[config.mk]
export PLATFORM = sky130hd
export DESIGN_NAME = regfile_seq_engine
export DESIGN_NICKNAME = d
export VERILOG_FILES = /design/src/rtl/regfile_seq_engine.sv
export SDC_FILE = /design/constraint.sdc
export NUM_CORES = 1
export LEC_CHECK = 0
export CAP_MARGIN = 20
export CORE_MARGIN = 2
export CORE_UTILIZATION = 35
export CTS_CLUSTER_DIAMETER = 120
export CTS_CLUSTER_SIZE = 14
export DETAILED_ROUTE_END_ITERATION = 10
export PLACE_DENSITY_LB_ADDON = 0.05
export SYNTH_ARGS = -nofsm -noshare
export SYNTH_HDL_FRONTEND = slang
export SYNTH_SLANG_ARGS = --single-unit
[constraint.sdc]
create_clock -name clk -period 3.55 [get_ports clk]
set_input_delay 0.8875 -clock clk [delete_from_list [all_inputs] [get_ports clk]]
set_output_delay 0.8875 -clock clk [all_outputs]
set_load 0.1 [all_outputs]
[src/rtl/regfile_seq_engine.sv]
// regfile_seq_engine
// Client-side sequencer for the register file. It owns the register file's
// write port and RS1 read port while busy and runs one of two sweeps:
//   - init: writes INIT_VAL into every register, one register per cycle
//   - dump: reads every register in order and streams it out over a
//           valid/ready handshake, one beat per register
// Ports:
//   clk, reset (async, active-low)
//   init_start, dump_start        one-cycle sweep requests (init wins a tie)
//   busy, done                    sweep in progress / one-cycle completion pulse
//   RegWrite, RD, WriteData       register file write port
//   RS1, ReadData1                register file read port (data valid after the
//                                 negedge that follows an RS1 change)
//   dump_valid, dump_ready        dump beat handshake
//   dump_addr, dump_data, dump_last  dump beat payload
// Every output is a flop, so the register file and the dump sink never see
// combinational paths from this block.
module regfile_seq_engine #(
  parameter int                 NUM_REGS = 32,
  parameter int                 ADDR_W   = 5,
  parameter int                 DATA_W   = 64,
  parameter logic [DATA_W-1:0]  INIT_VAL = {DATA_W{1'b0}}
) (
  input  logic              clk,
  input  logic              reset,
  input  logic              init_start,
  input  logic              dump_start,
  output logic              busy,
  output logic              done,
  output logic              RegWrite,
  output logic [ADDR_W-1:0] RD,
  output logic [DATA_W-1:0] WriteData,
  output logic [ADDR_W-1:0] RS1,
  input  logic [DATA_W-1:0] ReadData1,
  output logic              dump_valid,
  input  logic              dump_ready,
  output logic [ADDR_W-1:0] dump_addr,
  output logic [DATA_W-1:0] dump_data,
  output logic              dump_last
);

  localparam logic [1:0] ST_IDLE     = 2'd0;
  localparam logic [1:0] ST_INIT     = 2'd1;
  localparam logic [1:0] ST_DUMP_RD  = 2'd2;
  localparam logic [1:0] ST_DUMP_OUT = 2'd3;

  localparam logic [ADDR_W-1:0] LAST_IDX = ADDR_W'(NUM_REGS - 1);
  localparam logic [ADDR_W-1:0] IDX_ZERO = {ADDR_W{1'b0}};
  localparam logic [ADDR_W-1:0] IDX_ONE  = {{(ADDR_W-1){1'b0}}, 1'b1};

  logic [1:0]        state_r;
  logic [ADDR_W-1:0] idx_r;
  logic [ADDR_W-1:0] idx_nxt_s;
  logic              idx_last_s;

  // Next sweep index and end-of-sweep detect; idx never passes LAST_IDX.
  always_comb begin
    idx_nxt_s  = idx_r + IDX_ONE;
    idx_last_s = (idx_r == LAST_IDX);
  end

  // Sweep sequencer: state, index and every registered output.
  always_ff @(posedge clk or negedge reset) begin
    if (!reset) begin
      state_r    <= ST_IDLE;
      idx_r      <= IDX_ZERO;
      busy       <= 1'b0;
      done       <= 1'b0;
      RegWrite   <= 1'b0;
      RD         <= IDX_ZERO;
      WriteData  <= {DATA_W{1'b0}};
      RS1        <= IDX_ZERO;
      dump_valid <= 1'b0;
      dump_addr  <= IDX_ZERO;
      dump_data  <= {DATA_W{1'b0}};
      dump_last  <= 1'b0;
    end else begin
      done <= 1'b0;
      case (state_r)
        ST_IDLE: begin
          // Starts are only looked at here, so requests while busy are dropped.
          if (init_start) begin
            state_r   <= ST_INIT;
            idx_r     <= IDX_ZERO;
            busy      <= 1'b1;
            RegWrite  <= 1'b1;
            RD        <= IDX_ZERO;
            WriteData <= INIT_VAL;
          end else if (dump_start) begin
            state_r <= ST_DUMP_RD;
            idx_r   <= IDX_ZERO;
            busy    <= 1'b1;
            RS1     <= IDX_ZERO;
          end else begin
            state_r <= ST_IDLE;
          end
        end
        ST_INIT: begin
          if (idx_last_s) begin
            state_r  <= ST_IDLE;
            busy     <= 1'b0;
            done     <= 1'b1;
            RegWrite <= 1'b0;
          end else begin
            idx_r <= idx_nxt_s;
            RD    <= idx_nxt_s;
          end
        end
        ST_DUMP_RD: begin
          // RS1 has been stable for a full cycle, so ReadData1 is settled.
          state_r    <= ST_DUMP_OUT;
          dump_valid <= 1'b1;
          dump_addr  <= idx_r;
          dump_data  <= ReadData1;
          dump_last  <= idx_last_s;
        end
        ST_DUMP_OUT: begin
          if (dump_ready) begin
            dump_valid <= 1'b0;
            if (idx_last_s) begin
              state_r <= ST_IDLE;
              busy    <= 1'b0;
              done    <= 1'b1;
            end else begin
              state_r <= ST_DUMP_RD;
              idx_r   <= idx_nxt_s;
              RS1     <= idx_nxt_s;
            end
          end else begin
            state_r <= ST_DUMP_OUT;
          end
        end
        default: begin
          state_r    <= ST_IDLE;
          busy       <= 1'b0;
          RegWrite   <= 1'b0;
          dump_valid <= 1'b0;
        end
      endcase
    end
  end

endmodule

==> impl_metrics.env, run 1 <==
export IMPL_clock_latency_ps=330
export IMPL_synthesis_area_um2=4160
export IMPL_drt_wirelength_per_cell_um=14.2
export IMPL_via_per_inst=4.47
export IMPL_fin_crit_ps=2420
export IMPL_die_w_um=113
export IMPL_gr_total_overflow=0
export IMPL_port_buffer_count=152
export IMPL_ant_nets=0
export IMPL_timing_rr_end="RS1[0]$_DFFE_PN0P_"
export IMPL_slew_viol_final=0
export IMPL_path_class="flop to flop"
export IMPL_layout_commonest_cell="dfrtp_1"
export IMPL_reg2reg_from="idx_r[0]$_DFFE_PN0P_"
export IMPL_max_freq_mhz=413
export IMPL_routed_wl_um=8790
export IMPL_clk_pin_slew_ps=70
export IMPL_die_h_um=113
export IMPL_cts_buffer_depth=2
export IMPL_hold_start="dump_data[16]$_DFFE_PN0P_"
export IMPL_final_hold_viol_count=0
export IMPL_status="complete, but fails checks"
export IMPL_core_um2=11500
export IMPL_synth_async_sr_flop_share_pct=100
export IMPL_ios=217
export IMPL_drt_iter0_drc=69
export IMPL_diodes=0
export IMPL_rows=39
export IMPL_tightest_slew_ps=716
export IMPL_cts_htree_levels=3
export IMPL_num_vias=2768
export IMPL_cp_max_fo=14
export IMPL_rrSetupSlack_ps=1130
export IMPL_failed_checks="design-rule violations"
export IMPL_grt_pass1_wl_um=13900
export IMPL_drive_gt1_share_pct=35.1
export IMPL_ys_ff_latch=91
export IMPL_drv_cap=0
export IMPL_grt_setup_unrepaired="false"
export IMPL_slew_headroom_pct=52.3
export IMPL_ys_flop_type="dfrtp_1"
export IMPL_worstHoldPathType="flop to flop"
export IMPL_fin_nets=542
export IMPL_antenna_found_initial=0
export IMPL_grt_pass1_vias=2686
export IMPL_drt_pass1_iter_count=7
export IMPL_numCtsBuffers=9
export IMPL_whs_path_depth=1
export IMPL_syn_avg_cell_area_um2=13.0
export IMPL_drc_errors=17
export IMPL_fillCellCount=1045
export IMPL_skew_ps=4.90
export IMPL_ctsHoldBuffers=0
export IMPL_r2r_cells=6
export IMPL_ys_warn_count=0
export IMPL_final_cell_mix="dfrtp_1 (91), buf_4 (85), clkdlybuf4s50_1 (67)"
export IMPL_grt_max_degree=72
export IMPL_crit_path_end_kind="flop"
export IMPL_synth_edf_count=0
export IMPL_finalCritPeriodShare_pct=68.2
export IMPL_synthCells=321
export IMPL_setup_violations=0
export IMPL_arrival_ps=2640
export IMPL_dp_hpwl_um=6220
export IMPL_cts_tree="built"
export IMPL_gp_congestion=0.729
export IMPL_track_usage_pct=13.8
export IMPL_startpoint_type="flop"
export IMPL_cts_sinks=91
export IMPL_worstPathRequired_ps=3770
export IMPL_synth_distinct_cells=40
export IMPL_timing_setup_tns_ps=0
export IMPL_areaGrowthSynthToFinish_pct=36.8
export IMPL_postCtsResizedCells=0
export IMPL_initial_core_util_pct=36.1
export IMPL_cts_root_buffer="clkbuf_16"
export IMPL_dieArea_um2=12800
export IMPL_post_cts_buffers=0
export IMPL_worstHoldEndpoint="dump_data[16]$_DFFE_PN0P_"
export IMPL_yosysSeqAreaShare_pct=54.8
==> critical path: stages (launching register included) <==
cell     delay [ps]
dfrtp_1         460
ha_1            280
and3_1          200
ha_1            340
and3b_1         450
a21o_1          270
mux2_4          310
==> worst max-delay path by stage <==
stage,start,to,slack (ps),cells after the start
4_1_cts,idx_r[0]$_DFFE_PN0P_,RS1[0]$_DFFE_PN0P_,1160,6
2_1_floorplan,idx_r[0]$_DFFE_PN0P_,RS1[0]$_DFFE_PN0P_,1560,7
3_3_place_gp,dump_ready,RS1[0]$_DFFE_PN0P_,1140,4
5_1_grt,idx_r[0]$_DFFE_PN0P_,RS1[0]$_DFFE_PN0P_,1020,6
3_5_place_dp,dump_ready,RS1[0]$_DFFE_PN0P_,1110,4
6_report,idx_r[0]$_DFFE_PN0P_,RS1[0]$_DFFE_PN0P_,1130,6
==> kinds of logic (layout without fill, tap and decap cells) <==
logic type,count (synthesis),after routing,share of synthesized area (%)
xor+xnor,2,2,0.421
simple gates,32,32,4.30
fa+ha+maj,2,2,0.602
mux,73,73,19.8
buf+inv,88,180,14.7
other cells,1,64,0.0902
flops,91,91,54.8
compound gates,32,32,5.29
==> synth_stat cells, types with 2 or more instances <==
cell type / n / area, um2
dfrtp_1: 91 / 2280
buf_4: 71 / 533
mux2_2: 59 / 664
o21ai_0: 13 / 65.1
mux2_1: 11 / 124
nand2_1: 10 / 37.5
inv_1: 8 / 30.0
clkbuf_1: 4 / 15.0
nor2_1: 4 / 15.0
a2111oi_0: 3 / 26.3
a21o_1: 3 / 22.5
a21oi_1: 3 / 15.0
a22oi_1: 3 / 22.5
nand4_1: 3 / 18.8
nor3_1: 3 / 15.0
a211o_1: 2 / 17.5
and3_1: 2 / 12.5
buf_6: 2 / 22.5
ha_1: 2 / 25.0
mux2i_1: 2 / 20.0
o21bai_1: 2 / 15.0
xor2_1: 2 / 17.5
==> area by class of cell <==
cell class                 count  area [um2]  share of cell area [%]
clock inverter                 7         116                    2.05
timing repair buffer         154        1350                    23.7
clock buffer                   9         225                    3.96
tap                          143         179                    3.14
multi-input combinational    205        1510                    26.5
sequential                    91        2280                    40.0
inverter                      10        37.5                   0.660
==> through the flow <==
| step | hold WS (ps) | utilization, % | std cells | worst slack [ps] | instance area, um2 |
|---|---|---|---|---|---|
| 2_1_floorplan | 509 | - | 384 | 1560 | 4400 |
| 3_3_place_gp | 470 | 46.4 | 603 | 1140 | 5350 |
| 3_5_place_dp | 476 | 46.4 | 603 | 1110 | 5350 |
| 4_1_cts | 491 | 49.4 | 619 | 1160 | 5690 |
| 5_1_grt | 512 | 49.4 | 619 | 1020 | 5690 |
| 6_report | 485 | 49.4 | 619 | 1130 | 5690 |
==> per-layer routing <==
layer	share of wire [%]	track usage, %	wire [um]	vias up
met5	0	0	0	-
met4	2.4	6.75	212	0
met3	9.0	4.34	789	14
met2	47	21.6	4120	137
met1	42	17.5	3660	1337
li1	-	-	-	1280
==> state kept, by name (all words and copies together), names as in the netlist <==
| register | flops |
|---|---|
| idx_r | 5 |
| dump_last | 1 |
| RD | 5 |
| RS1 | 5 |
| dump_valid | 1 |
| dump_data | 64 |
| dump_addr | 5 |
| state_r | 2 |
| done | 1 |
| busy | 1 |
| RegWrite | 1 |
Power of run 1 is left out: the tool's default activity adds up to more than one toggle a clock period on the data nets, which glitch-free logic cannot reach.
==> inputs of run 2 (changes only) <==
==> constraint.sdc (replaced) <==
create_clock -name clk -period 1.95 [get_ports clk]
set_input_delay 0.4875 -clock clk [delete_from_list [all_inputs] [get_ports clk]]
set_output_delay 0.4875 -clock clk [all_outputs]
set_load 0.1 [all_outputs]
==> run 2 against run 1 <==
Net effect:
- the run still ends with design-rule violations left
- via count is 1.8% higher
- setup slack worse by 1100 ps
- first-iteration DRC count is 22% higher
- core utilization is 9.9 points higher
- highest routed layer unchanged
==> impl_metrics.env, run 2 (same netlist as run 1, synthesis figures left out) <==
export IMPL_status="complete, but fails checks"
export IMPL_failed_checks="design-rule violations"
export IMPL_rrSetupSlack_ps=50
export IMPL_grt_max_degree=35
export IMPL_fin_crit_ps=1900
export IMPL_fin_nets=555
export IMPL_largest_register="dump_data"
export IMPL_arrival_ps=2160
export IMPL_clock_latency_ps=330
export IMPL_grt_pass1_wl_um=14600
export IMPL_setup_violations=0
export IMPL_cts_tree="built"
export IMPL_max_freq_mhz=527
export IMPL_reg2reg_from="idx_r[1]$_DFFE_PN0P_"
export IMPL_track_usage_pct=14.5
export IMPL_core_um2=11500
export IMPL_drt_pass1_iter_count=7
export IMPL_port_buffer_count=152
export IMPL_cts_buffer_depth=2
export IMPL_via_per_inst=4.46
export IMPL_dp_hpwl_um=7110
export IMPL_path_class="flop to flop"
export IMPL_cts_sinks=91
export IMPL_layout_commonest_cell="dfrtp_1"
export IMPL_r2r_cells=6
export IMPL_drc_errors=17
export IMPL_setup_slack_ps=53.9
export IMPL_largest_register_ffs=64
export IMPL_drv_cap=0
export IMPL_crit_path_end_kind="flop"
export IMPL_cts_root_buffer="clkbuf_16"
export IMPL_tightest_slew_ps=557
export IMPL_num_vias=2818
export IMPL_grt_pass1_vias=2873
export IMPL_slew_viol_final=0
export IMPL_finalCritPeriodShare_pct=97.2
export IMPL_slew_headroom_pct=61.9
export IMPL_fin_util_pct=59.3
export IMPL_gp_congestion=0.759
export IMPL_ios=217
export IMPL_ant_nets=0
export IMPL_clk_pin_slew_ps=70
export IMPL_dp_worst_setup_slack_ps=8.15
export IMPL_rows=39
export IMPL_numCtsBuffers=9
export IMPL_timing_rr_end="idx_r[2]$_DFFE_PN0P_"
export IMPL_dieArea_um2=12800
export IMPL_areaGrowthSynthToFinish_pct=64.2
export IMPL_drive_gt1_share_pct=37.2
export IMPL_drt_iter0_drc=84
export IMPL_cp_max_fo=10
export IMPL_initial_core_util_pct=36.1
export IMPL_grt_setup_unrepaired="false"
export IMPL_worstHoldPathType="input port to asynchronous set/reset pin"
export IMPL_die_h_um=113
export IMPL_skew_ps=11.4
export IMPL_drt_wirelength_per_cell_um=14.3
export IMPL_gr_total_overflow=0
export IMPL_fillCellCount=917
export IMPL_routed_wl_um=9050
export IMPL_startpoint_type="flop"
export IMPL_die_w_um=113
export IMPL_timing_setup_tns_ps=0
export IMPL_antenna_found_initial=0
export IMPL_final_cell_mix="dfrtp_1 (90), buf_12 (88), clkdlybuf4s50_1 (67)"
export IMPL_cts_htree_levels=3
export IMPL_diodes=0
export IMPL_worstPathRequired_ps=2210
export IMPL_final_hold_viol_count=0
==> run 2: cell count changes in the layout (fill, tap and decap cells not counted), sizes merged <==
cell      before  now
buf           87  100
bufinv         3    1
clkbuf         9   11
clkinvlp       1    0
inv            9   10
==> run 2: cell type report <==
type | instances | area [um2] | share of cell area (%)
Multi-Input combinational cell | 205 | 1510 | 22.1
Tap cell | 143 | 179 | 2.62
Timing Repair Buffer | 167 | 2520 | 36.9
Inverter | 10 | 37.5 | 0.550
Clock buffer | 11 | 243 | 3.55
Sequential cell | 91 | 2280 | 33.4
Clock inverter | 5 | 61.3 | 0.898
==> run 2: per-stage QoR <==
| step | hold WS, ps | std cells | area [um2] |
|---|---|---|---|
| finish | 102 | 632 | 6830 |
| detailed placement | 476 | 616 | 6520 |
| global route | 132 | 632 | 6830 |
| CTS | 118 | 632 | 6830 |
| floorplan | 192 | 384 | 4400 |
| global placement | 479 | 616 | 6520 |
==> run 2: worst max-delay path by stage <==
stage,from,to,slack (ps),cells past startpoint
after CTS,idx_r[1]$_DFFE_PN0P_,RS1[0]$_DFFE_PN0P_,50,6
final,idx_r[1]$_DFFE_PN0P_,idx_r[2]$_DFFE_PN0P_,50,6
after detailed placement,init_start,idx_r[4]$_DFFE_PN0P_,8,4
after global routing,idx_r[0]$_DFFE_PN0P_,idx_r[3]$_DFFE_PN0P_,6,6
after global placement,init_start,idx_r[4]$_DFFE_PN0P_,40,4
after floorplan,idx_r[0]$_DFFE_PN0P_,RS1[0]$_DFFE_PN0P_,1,7
==> run 2: repair_timing <==
item,in CTS,in global routing
setup endpoints to repair,0,4
setup buffers,0,0
hold buffers,0,0
resized for setup,0,2
==> run 2: routing by layer <==
metal  wire, um  GRT usage (%)  vias to the layer above
li1           -              -                     1299
met1       3450           17.1                     1373
met2       4370           22.9                      140
met3       1160           8.09                        6
met4         76           3.98                        0
met5          0              0                        -
==> run 2: worst max-delay path, cell delays in order, from the launching register on <==
cell and delay (ps):
dfrtp_1 390, ha_2 200, and3_1 180, ha_1 220
buf_4 180, a2111oi_0 500, a211o_1 150
Power of run 2 is left out for the same reason.
==> inputs of run 3 (changes only) <==
--- a/config.mk
+++ b/config.mk
@@ -7,8 +7,7 @@
 export LEC_CHECK = 0
 export CAP_MARGIN = 20
 export CORE_MARGIN = 2
-export CORE_UTILIZATION = 35
-export CTS_CLUSTER_DIAMETER = 120
+export CORE_UTILIZATION = 27
 export CTS_CLUSTER_SIZE = 14
 export DETAILED_ROUTE_END_ITERATION = 10
 export PLACE_DENSITY_LB_ADDON = 0.05
==> constraint.sdc (replaced) <==
create_clock -name clk -period 2.1 [get_ports clk]
set_input_delay 0.525 -clock clk [delete_from_list [all_inputs] [get_ports clk]]
set_output_delay 0.525 -clock clk [all_outputs]
set_load 0.1 [all_outputs]
==> run 3 against run 2 <==
Net effect:
- the flow now finishes without violations
- die area grew 29%
- global-route usage decreased by 2.8 points
- non-clock buffer count shrank 2
- register-to-register slack improved by 140 ps
- via count down 0.67%
- clock skew decreased by 9.0 ps
- core utilization is 21 points lower
- maximum frequency fell by 0.38%
- hold slack better by 61 ps
==> impl_metrics.env, run 3 (same netlist as run 1, synthesis figures left out) <==
export IMPL_antenna_found_initial=0
export IMPL_areaGrowthSynthToFinish_pct=41.1
export IMPL_gr_total_overflow=0
export IMPL_grt_pass1_wl_um=14600
export IMPL_dp_hpwl_um=7030
export IMPL_via_per_inst=4.15
export IMPL_crit_path_end_kind="flop"
export IMPL_skew_ps=2.42
export IMPL_setup_violations=0
export IMPL_port_buffer_count=152
export IMPL_max_freq_mhz=525
export IMPL_finalCritPeriodShare_pct=90.6
export IMPL_cts_htree_levels=3
export IMPL_slew_viol_final=0
export IMPL_routed_wl_um=9370
export IMPL_final_cell_mix="buf_4 (93), dfrtp_1 (91), clkdlybuf4s50_1 (67)"
export IMPL_num_vias=2799
export IMPL_grt_pass1_vias=2775
export IMPL_timing_setup_tns_ps=0
export IMPL_clk_pin_slew_ps=60
export IMPL_status="finished clean"
export IMPL_fin_crit_ps=1900
export IMPL_layout_commonest_cell="buf_4"
export IMPL_largest_register_ffs=64
export IMPL_tightest_slew_ps=602
export IMPL_placed_cell_area_um2=5520
export IMPL_grt_max_degree=41
export IMPL_startpoint_type="flop"
export IMPL_drive_gt1_share_pct=36.8
export IMPL_core_um2=15100
export IMPL_arrival_ps=2130
export IMPL_cp_max_fo=13
export IMPL_worstPathRequired_ps=2330
export IMPL_drt_pass1_iter_count=4
export IMPL_cts_buffer_depth=2
export IMPL_drv_cap=0
export IMPL_final_hold_viol_count=0
export IMPL_cts_root_buffer="clkbuf_16"
export IMPL_path_class="flop to flop"
export IMPL_die_w_um=128
export IMPL_numCtsBuffers=9
export IMPL_dieArea_um2=16400
export IMPL_largest_register="dump_data"
export IMPL_die_h_um=128
export IMPL_fillCellCount=1490
export IMPL_hold_ws_ps=163
export IMPL_drt_wirelength_per_cell_um=13.9
export IMPL_cts_tree="built"
export IMPL_grt_setup_unrepaired="false"
export IMPL_initial_core_util_pct=27.5
export IMPL_gp_congestion=0.761
export IMPL_reg2reg_from="idx_r[1]$_DFFE_PN0P_"
export IMPL_drc_errors=0
export IMPL_fin_nets=553
export IMPL_design_area_um2=5870
export IMPL_clock_latency_ps=340
export IMPL_slew_headroom_pct=59.9
export IMPL_track_usage_pct=11.7
export IMPL_diodes=0
export IMPL_drt_iter0_drc=128
export IMPL_cts_sinks=91
export IMPL_ant_nets=0
export IMPL_worstHoldPathType="input port to asynchronous set/reset pin"
export IMPL_ios=217
export IMPL_timing_critical_path_from="idx_r[1]$_DFFE_PN0P_"
export IMPL_fin_util_pct=38.7
export IMPL_rows=45
-- run 3: changes by cell type in the layout (fill, tap and decap cells not counted), sizes merged --
cell	previous run	this run
clkbuf	11	9
clkinvlp	0	1
buf	100	98
bufinv	1	3
inv	10	9
-- run 3: worst max-delay path, stage by stage, from the launching register on --
cell	delay (ps)
dfrtp_1	420
ha_2	210
and3_1	180
ha_1	180
buf_4	180
nand2_1	150
a31oi_4	150
a211o_1	310
-- run 3: routing by layer --
metal	global-route usage, %	vias to the layer above	part of all wire (%)	routed length (um)
met4	4.98	0	2.0	185
li1	-	1297	-	-
met1	14.0	1331	40	3750
met3	6.93	13	13	1240
met5	0	-	0	0
met2	17.0	158	45	4180
-- run 3: what timing repair did --
item                                   CTS  global route
setup buffers                            0             1
hold buffers                             0             0
endpoints found under the hold margin    0             0
gates resized for setup                  0             1
setup endpoints to repair                0             1
-- run 3: cell type report --
type	instances	area (um2)	area share [%]
clock buffers	9	225	3.84
clock inverters	7	116	1.98
inverters	10	37.5	0.640
multi-input cells	205	1510	25.7
flip-flops and latches	91	2280	38.8
well taps	188	235	4.01
repair buffers	165	1470	25.0
-- run 3: worst paths after layout --
kind / slack [ps] / end / cells after the start
min reg2reg: 490 / dump_data[13]$_DFFE_PN0P_ / 1
min: 160 / dump_data[1]$_DFFE_PN0P_ / 1
max reg2reg: 200 / idx_r[2]$_DFFE_PN0P_ / 7
min in group clk: 490 / dump_data[13]$_DFFE_PN0P_ / 1
max in group asynchronous: 1350 / dump_data[25]$_DFFE_PN0P_ / 2
max: 200 / idx_r[2]$_DFFE_PN0P_ / 7
-- run 3: through the flow --
step / cells / worst slack, ps
2_1_floorplan: 384 / 106
3_3_place_gp: 658 / 95.7
3_5_place_dp: 658 / 103
4_1_cts: 674 / 140
5_1_grt: 675 / 24.5
6_report: 675 / 197
Power of run 3 is left out for the same reason.
